<file path="src/rtl/divider.sv">
// Divides clk into a one-cycle enable tick every DIVISOR cycles; optional start gating via DIVIDER_START_TIMER_EN.
// Latency: first tick registered DIVISOR edges after reset release (or start edge), then period DIVISOR.
// Backpressure: none; free-running tick source, consumers must sample enable each cycle.
module divider #(
    parameter int DIVISOR = 50_000_000,
    parameter int CNT_W   = (DIVISOR > 1) ? $clog2(DIVISOR) : 1
) (
    input  logic clk,
    input  logic reset,
`ifdef DIVIDER_START_TIMER_EN
    input  logic startTimer,
`endif
    output logic enable
);

    generate
        if (DIVISOR < 1) begin : g_bad_divisor
            $error("divider: DIVISOR must be at least 1");
        end
        if (CNT_W < 1 || (DIVISOR > 1 && (64'(DIVISOR) - 64'd1) >= (64'd1 << CNT_W))) begin : g_bad_width
            $error("divider: CNT_W too narrow to hold DIVISOR-1");
        end
    endgenerate

    localparam logic [CNT_W-1:0] LAST = CNT_W'(DIVISOR - 1);

    logic [CNT_W-1:0] count;
    logic             running;
    logic             start_req;
    logic             at_last;

`ifdef DIVIDER_START_TIMER_EN
    assign start_req = startTimer;

    // Once started, the timer stays armed until the next reset.
    always_ff @(posedge clk) begin
        if (reset) begin
            running <= 1'b0;
        end else if (startTimer) begin
            running <= 1'b1;
        end
    end
`else
    assign start_req = 1'b0;
    assign running   = 1'b1;
`endif

    assign at_last = (count == LAST);

    // Priority: reset, then (re)start, then normal count/wrap.
    always_ff @(posedge clk) begin
        if (reset) begin
            count  <= '0;
            enable <= 1'b0;
        end else if (start_req) begin
            count  <= '0;
            enable <= 1'b0;
        end else if (running) begin
            if (at_last) begin
                count  <= '0;
                enable <= 1'b1;
            end else begin
                count  <= count + CNT_W'(1);
                enable <= 1'b0;
            end
        end else begin
            count  <= '0;
            enable <= 1'b0;
        end
    end

endmodule

</file>
<file path="config.mk">
export PLATFORM = sky130hd
export DESIGN_NAME = divider
export DESIGN_NICKNAME = d
export VERILOG_FILES = /design/src/rtl/divider.sv
export SDC_FILE = /design/constraint.sdc
export NUM_CORES = 1
export LEC_CHECK = 0
export CAP_MARGIN = 20
export CELL_PAD_IN_SITES_DETAIL_PLACEMENT = 0
export CELL_PAD_IN_SITES_GLOBAL_PLACEMENT = 1
export CORE_MARGIN = 2
export CORE_UTILIZATION = 44
export CTS_CLUSTER_DIAMETER = 100
export CTS_CLUSTER_SIZE = 10
export DETAILED_ROUTE_END_ITERATION = 16
export PLACE_DENSITY_LB_ADDON = 0.1
export SLEW_MARGIN = 5
export SYNTH_ARGS = -nofsm -noshare
export SYNTH_HDL_FRONTEND = slang
export SYNTH_SLANG_ARGS = --single-unit
</file>
<file path="constraint.sdc">
create_clock -name clk -period 2.3 [get_ports clk]
set_input_delay 0.46 -clock clk [delete_from_list [all_inputs] [get_ports clk]]
set_output_delay 0.46 -clock clk [all_outputs]
set_load 0.05 [all_outputs]
</file>
==> results of run 1 <==
## worst max-delay path, stage by stage, from the launching register on
cell	delay, ns
dfxtp_1	0.42
ha_1	0.24
nand3_2	0.14
or4_1	0.65
or4_1	0.50
a21oi_1	0.15
## kinds of logic (layout without fill, tap and decap cells)
group           count (synthesis)  in the layout  synth area share
simple gates                   66             66             0.324
compound gates                 25             25             0.116
flops                          27             27             0.434
xor+xnor                       12             12            0.0844
buf+inv                        10             13            0.0322
fa+ha+maj                       1              1            0.0100
## metrics by stage
stage          std cells  cell area (um2)  hold slack [ns]   util  total power [mW]
2_1_floorplan        141             1240            0.440      -             0.500
3_3_place_gp         171             1290            0.453  0.477             0.506
3_5_place_dp         171             1290            0.466  0.477             0.507
4_1_cts              175             1320            0.497  0.488             0.714
5_1_grt              175             1320            0.543  0.488             0.734
6_report             175             1320            0.489  0.488             0.700
## final timing paths
| path | startpoint | to | slack (ns) | depth (start not counted) |
|---|---|---|---|---|
| max | count[0]$_SDFF_PP0_ | count[20]$_SDFF_PP0_ | 0.14 | 5 |
| min reg2reg | count[0]$_SDFF_PP0_ | count[0]$_SDFF_PP0_ | 0.49 | 1 |
| max reg2reg | count[0]$_SDFF_PP0_ | count[20]$_SDFF_PP0_ | 0.14 | 5 |
| min | count[0]$_SDFF_PP0_ | count[0]$_SDFF_PP0_ | 0.49 | 1 |
## per-layer routing
metal | track usage | vias up | share of wire
met5 | 0 | - | 0
met4 | 0.0930 | 0 | 0.021
met3 | 0.0272 | 5 | 0.020
met2 | 0.238 | 8 | 0.45
met1 | 0.218 | 476 | 0.51
li1 | - | 521 | -
## where the power goes
part | switching, mW | internal, mW | total (mW)
combinational | 0.0113 | 0.00754 | 0.0189
clock | 0.138 | 0.0653 | 0.203
sequential | 0.00527 | 0.472 | 0.478
## area by class of cell
| type | instances | area (um2) |
|---|---|---|
| sequential | 27 | 541 |
| tap | 31 | 38.8 |
| clock buffer | 3 | 22.5 |
| clock inverter | 1 | 5.00 |
| fill | 273 | 1390 |
| multi-input combinational | 104 | 664 |
| inverter | 6 | 22.5 |
| timing repair buffer | 3 | 27.5 |
## cells in the mapped netlist (5+ instances only)
master   count  area (um2)
dfxtp_1     27         541
nand2_1      8        30.0
o31ai_1      6        45.0
or3_1        7        43.8
nor2_1      17        63.8
o21ai_0      6        30.0
or4_1        7        52.6
inv_1        6        22.5
a21oi_1     12        60.1
nand3_1      5        25.0
xnor2_1      8        70.1
## flip-flops by register name, summed over array words and instances (netlist names)
name    flops
count      26
enable      1
==> impl_metrics.toml, run 1 <==
[cts]
tritoncts = "yes"
cts_max_level = 1
cts.sinks = 27
clkTransAtPathRegs_ns = 0.14
post_cts_buffers = 0
insertion_delay_ns = 0.32
clockBufferDepth = 2
cts_buffers = 3
postCtsHoldBufs = 0
cts_root_buf = "clkbuf_4"
cts_resized = 0

[finish]
layout_commonest_cell = "dfxtp_1"
final_layout_size_suffix_gt1_frac = 0.104
insertedDiodeCount = 0
layout_common_cells = "dfxtp_1 (27), nor2_1 (17), a21oi_1 (12)"
fin_nets = 148
area_growth_syn_to_layout_pct = 6.13

[routing]
drt_wl_total_mm = 2.37
routed_via_density = 5.77
route.vias.total = 1010
drtAntennaViolNets = 0
drt_pass1_iterations = 4
drt_iter0_drc = 25
drcViolationCount = 0
wl_per_cell_um = 13.6

[global_routing]
grt_pass1_wl_mm = 4.11
grt_pass1_vias = 922
grt_max_degree = 26
grt_usage = 0.160
overflow = 0
antenna_found_initial = 0

[synthesis]
synth_flop_cell = "dfxtp_1"
synth_cells = 141
synth-edff-count = 0
ys_ff_latch = 27
synth_nets = 144
avgSynthCellArea_um2 = 8.83
async_reset_ff_frac = 0
seq_area_frac_synth = 0.434
yosys_warnings = 0
ys_types = 31
netlist_area_um2 = 1240

[die]
core-area_um2 = 2710
die_h_um = 57.2
ios = 3
fp.dieW_um = 57.2
die_area_um2 = 3270
start_util = 0.459
placementRows = 19

[setup_path]
startpoint_type = "register"
crit_type = "register to register"
worstSetupEndpointType = "register"
worstPathRequired_ns = 2.57
cp.arrival_ns = 2.43
crit_path_max_fanout = 7

[timing]
post-route-min-period_ns = 2.16
hold_violations = 0
report.final.slew_viol_count = 0
setup_viol = 0
timing.setup.tns_ns = 0
rsz0062_at_grt = "no"
max_freq_mhz = 463
worst_slew_pin_slew_ns = 0.496
skew_ns = 0.00263
finalCritPeriodShare = 0.939
relSlewSlack = 0.669
fin_ws_ns = 0.141

[place]
pre_cts_ws_ns = 0.180
globalplace.congestion = 0.731
hpwl_mm = 1.69
io_buffers = 2

[status]
status = "finished, final reports clean"

[flow_run]
cap_viol_max_count = 0

[pwr]
p_per_area_nw_per_um2 = 529
p_leak_nw = 0.398
ir_drop_v = 0.000461

[min_path]
hold_path_class = "register to register"
No activity file was read; power rests on OpenSTA's default activity.
==> run 2, diff against run 1 <==
--- a/config.mk
+++ b/config.mk
@@ -8,13 +8,13 @@
 export CAP_MARGIN = 20
 export CELL_PAD_IN_SITES_DETAIL_PLACEMENT = 0
 export CELL_PAD_IN_SITES_GLOBAL_PLACEMENT = 1
-export CORE_MARGIN = 2
+export CORE_MARGIN = 1
 export CORE_UTILIZATION = 44
 export CTS_CLUSTER_DIAMETER = 100
 export CTS_CLUSTER_SIZE = 10
 export DETAILED_ROUTE_END_ITERATION = 16
 export PLACE_DENSITY_LB_ADDON = 0.1
-export SLEW_MARGIN = 5
+export SLEW_MARGIN = 20
 export SYNTH_ARGS = -nofsm -noshare
 export SYNTH_HDL_FRONTEND = slang
 export SYNTH_SLANG_ARGS = --single-unit
==> impl_metrics.toml, run 2 (synthesis results as in run 1) <==
[pwr]
p_leak_nw = 0.403
seqPwrFrac = 0.687
swShare = 0.212
ir_drop_v = 0.000455
power_switching_mw = 0.148
p_clk_frac = 0.282
combPwrFrac = 0.031
p_per_area_nw_per_um2 = 521
intPower_mw = 0.547

[finish]
area_growth_syn_to_layout_pct = 7.04
largest_register_ffs = 26
layout_commonest_cell = "dfxtp_1"
final_cell_area_um2 = 1330
fin_util = 0.519
fillCellCount = 258
final_layout_size_suffix_gt1_frac = 0.104
layout_common_cells = "dfxtp_1 (27), nor2_1 (17), a21oi_1 (12)"
largest_register = "count"
insertedDiodeCount = 0
reg.largest.list = "count x26, enable x1"
fin_nets = 148

[routing]
route.vias.total = 994
drt_iter0_drc = 24
routed_via_density = 5.71
drcViolationCount = 0
drt_pass1_iterations = 4
drt_wl_total_mm = 2.28
drtAntennaViolNets = 0
wl_per_cell_um = 13.1

[setup_path]
worstSetupEndpointType = "register"
crit_type = "register to register"
crit_path_max_fanout = 7
cp.arrival_ns = 2.40
startpoint_type = "register"
worstPathRequired_ns = 2.56

[timing]
max_freq_mhz = 467
setup_viol = 0
relSlewSlack = 0.673
report.final.slew_viol_count = 0
post-route-min-period_ns = 2.14
skew_ns = 0.00485
rsz0062_at_grt = "no"
finalCritPeriodShare = 0.931
worst_slew_pin_slew_ns = 0.489
timing.setup.tns_ns = 0
hold_violations = 0

[cts]
postCtsHoldBufs = 0
cts.sinks = 27
cts_root_buf = "clkbuf_4"
cts_resized = 0
cts_buffers = 3
cts_max_level = 1
tritoncts = "yes"
clockBufferDepth = 2
post_cts_buffers = 0
clkTransAtPathRegs_ns = 0.14
insertion_delay_ns = 0.32

[global_routing]
antenna_found_initial = 0
grt_pass1_vias = 856
grt_pass1_wl_mm = 3.74
overflow = 0
grt_max_degree = 16
grt_usage = 0.175

[place]
placed_area_um2 = 1310
io_buffers = 2
hpwl_mm = 1.66
globalplace.congestion = 0.732

[die]
die_area_um2 = 3050
fp.dieW_um = 55.2
die_h_um = 55.2
start_util = 0.485
ios = 3
placementRows = 18
core-area_um2 = 2570

[flow_run]
cap_viol_max_count = 0

[status]
status = "finished, final reports clean"

[min_path]
hold_path_class = "register to register"
[run 2: layout make-up]
type,instances,area (um2),area share
clock buffers,3,22.5,0.0169
clock inverters,1,5.00,0.00376
inverters,6,22.5,0.0169
multi-input cells,104,664,0.499
flip-flops and latches,27,541,0.406
well taps,30,37.5,0.0282
repair buffers,3,40.0,0.0300
[run 2: final timing paths]
check                       startpoint              endpoint  slack, ns  depth (start not counted)
hold reg to reg   count[25]$_SDFF_PP0_  count[25]$_SDFF_PP0_       0.49                          2
setup reg to reg   count[0]$_SDFF_PP0_  count[20]$_SDFF_PP0_       0.16                          5
hold / removal    count[25]$_SDFF_PP0_  count[25]$_SDFF_PP0_       0.49                          2
setup / recovery   count[0]$_SDFF_PP0_  count[20]$_SDFF_PP0_       0.16                          5
[run 2: power groups by stage]
stage	registers [mW]	clock network, mW	logic (mW)
floorplan	0.487	0	0.0131
global placement	0.487	0	0.0213
detailed placement	0.488	0	0.0218
CTS	0.478	0.212	0.0220
global route	0.478	0.227	0.0240
finish	0.477	0.196	0.0218
[run 2: layer usage]
metal / GRT usage / wire, um / vias to the layer above
li1: - / - / 515
met1: 0.231 / 1160 / 465
met2: 0.277 / 1040 / 12
met3: 0.0656 / 71 / 2
met4: 0.0250 / 14 / 0
met5: 0 / 0 / -
[run 2: worst max-delay path: stages, from the launching register on]
cell and delay, ns:
dfxtp_1 0.41, ha_1 0.24, nand3_2 0.14, or4_1 0.65, or4_1 0.51, a21oi_1 0.14
[run 2: stage by stage]
stage | hold WS [ns] | setup WS (ns) | instances | power [mW]
final | 0.490 | 0.158 | 174 | 0.695
after global routing | 0.522 | 0.0375 | 174 | 0.729
after CTS | 0.496 | 0.134 | 174 | 0.712
after detailed placement | 0.472 | 0.169 | 170 | 0.510
after global placement | 0.453 | 0.257 | 170 | 0.509
after floorplan | 0.440 | 0.319 | 141 | 0.500
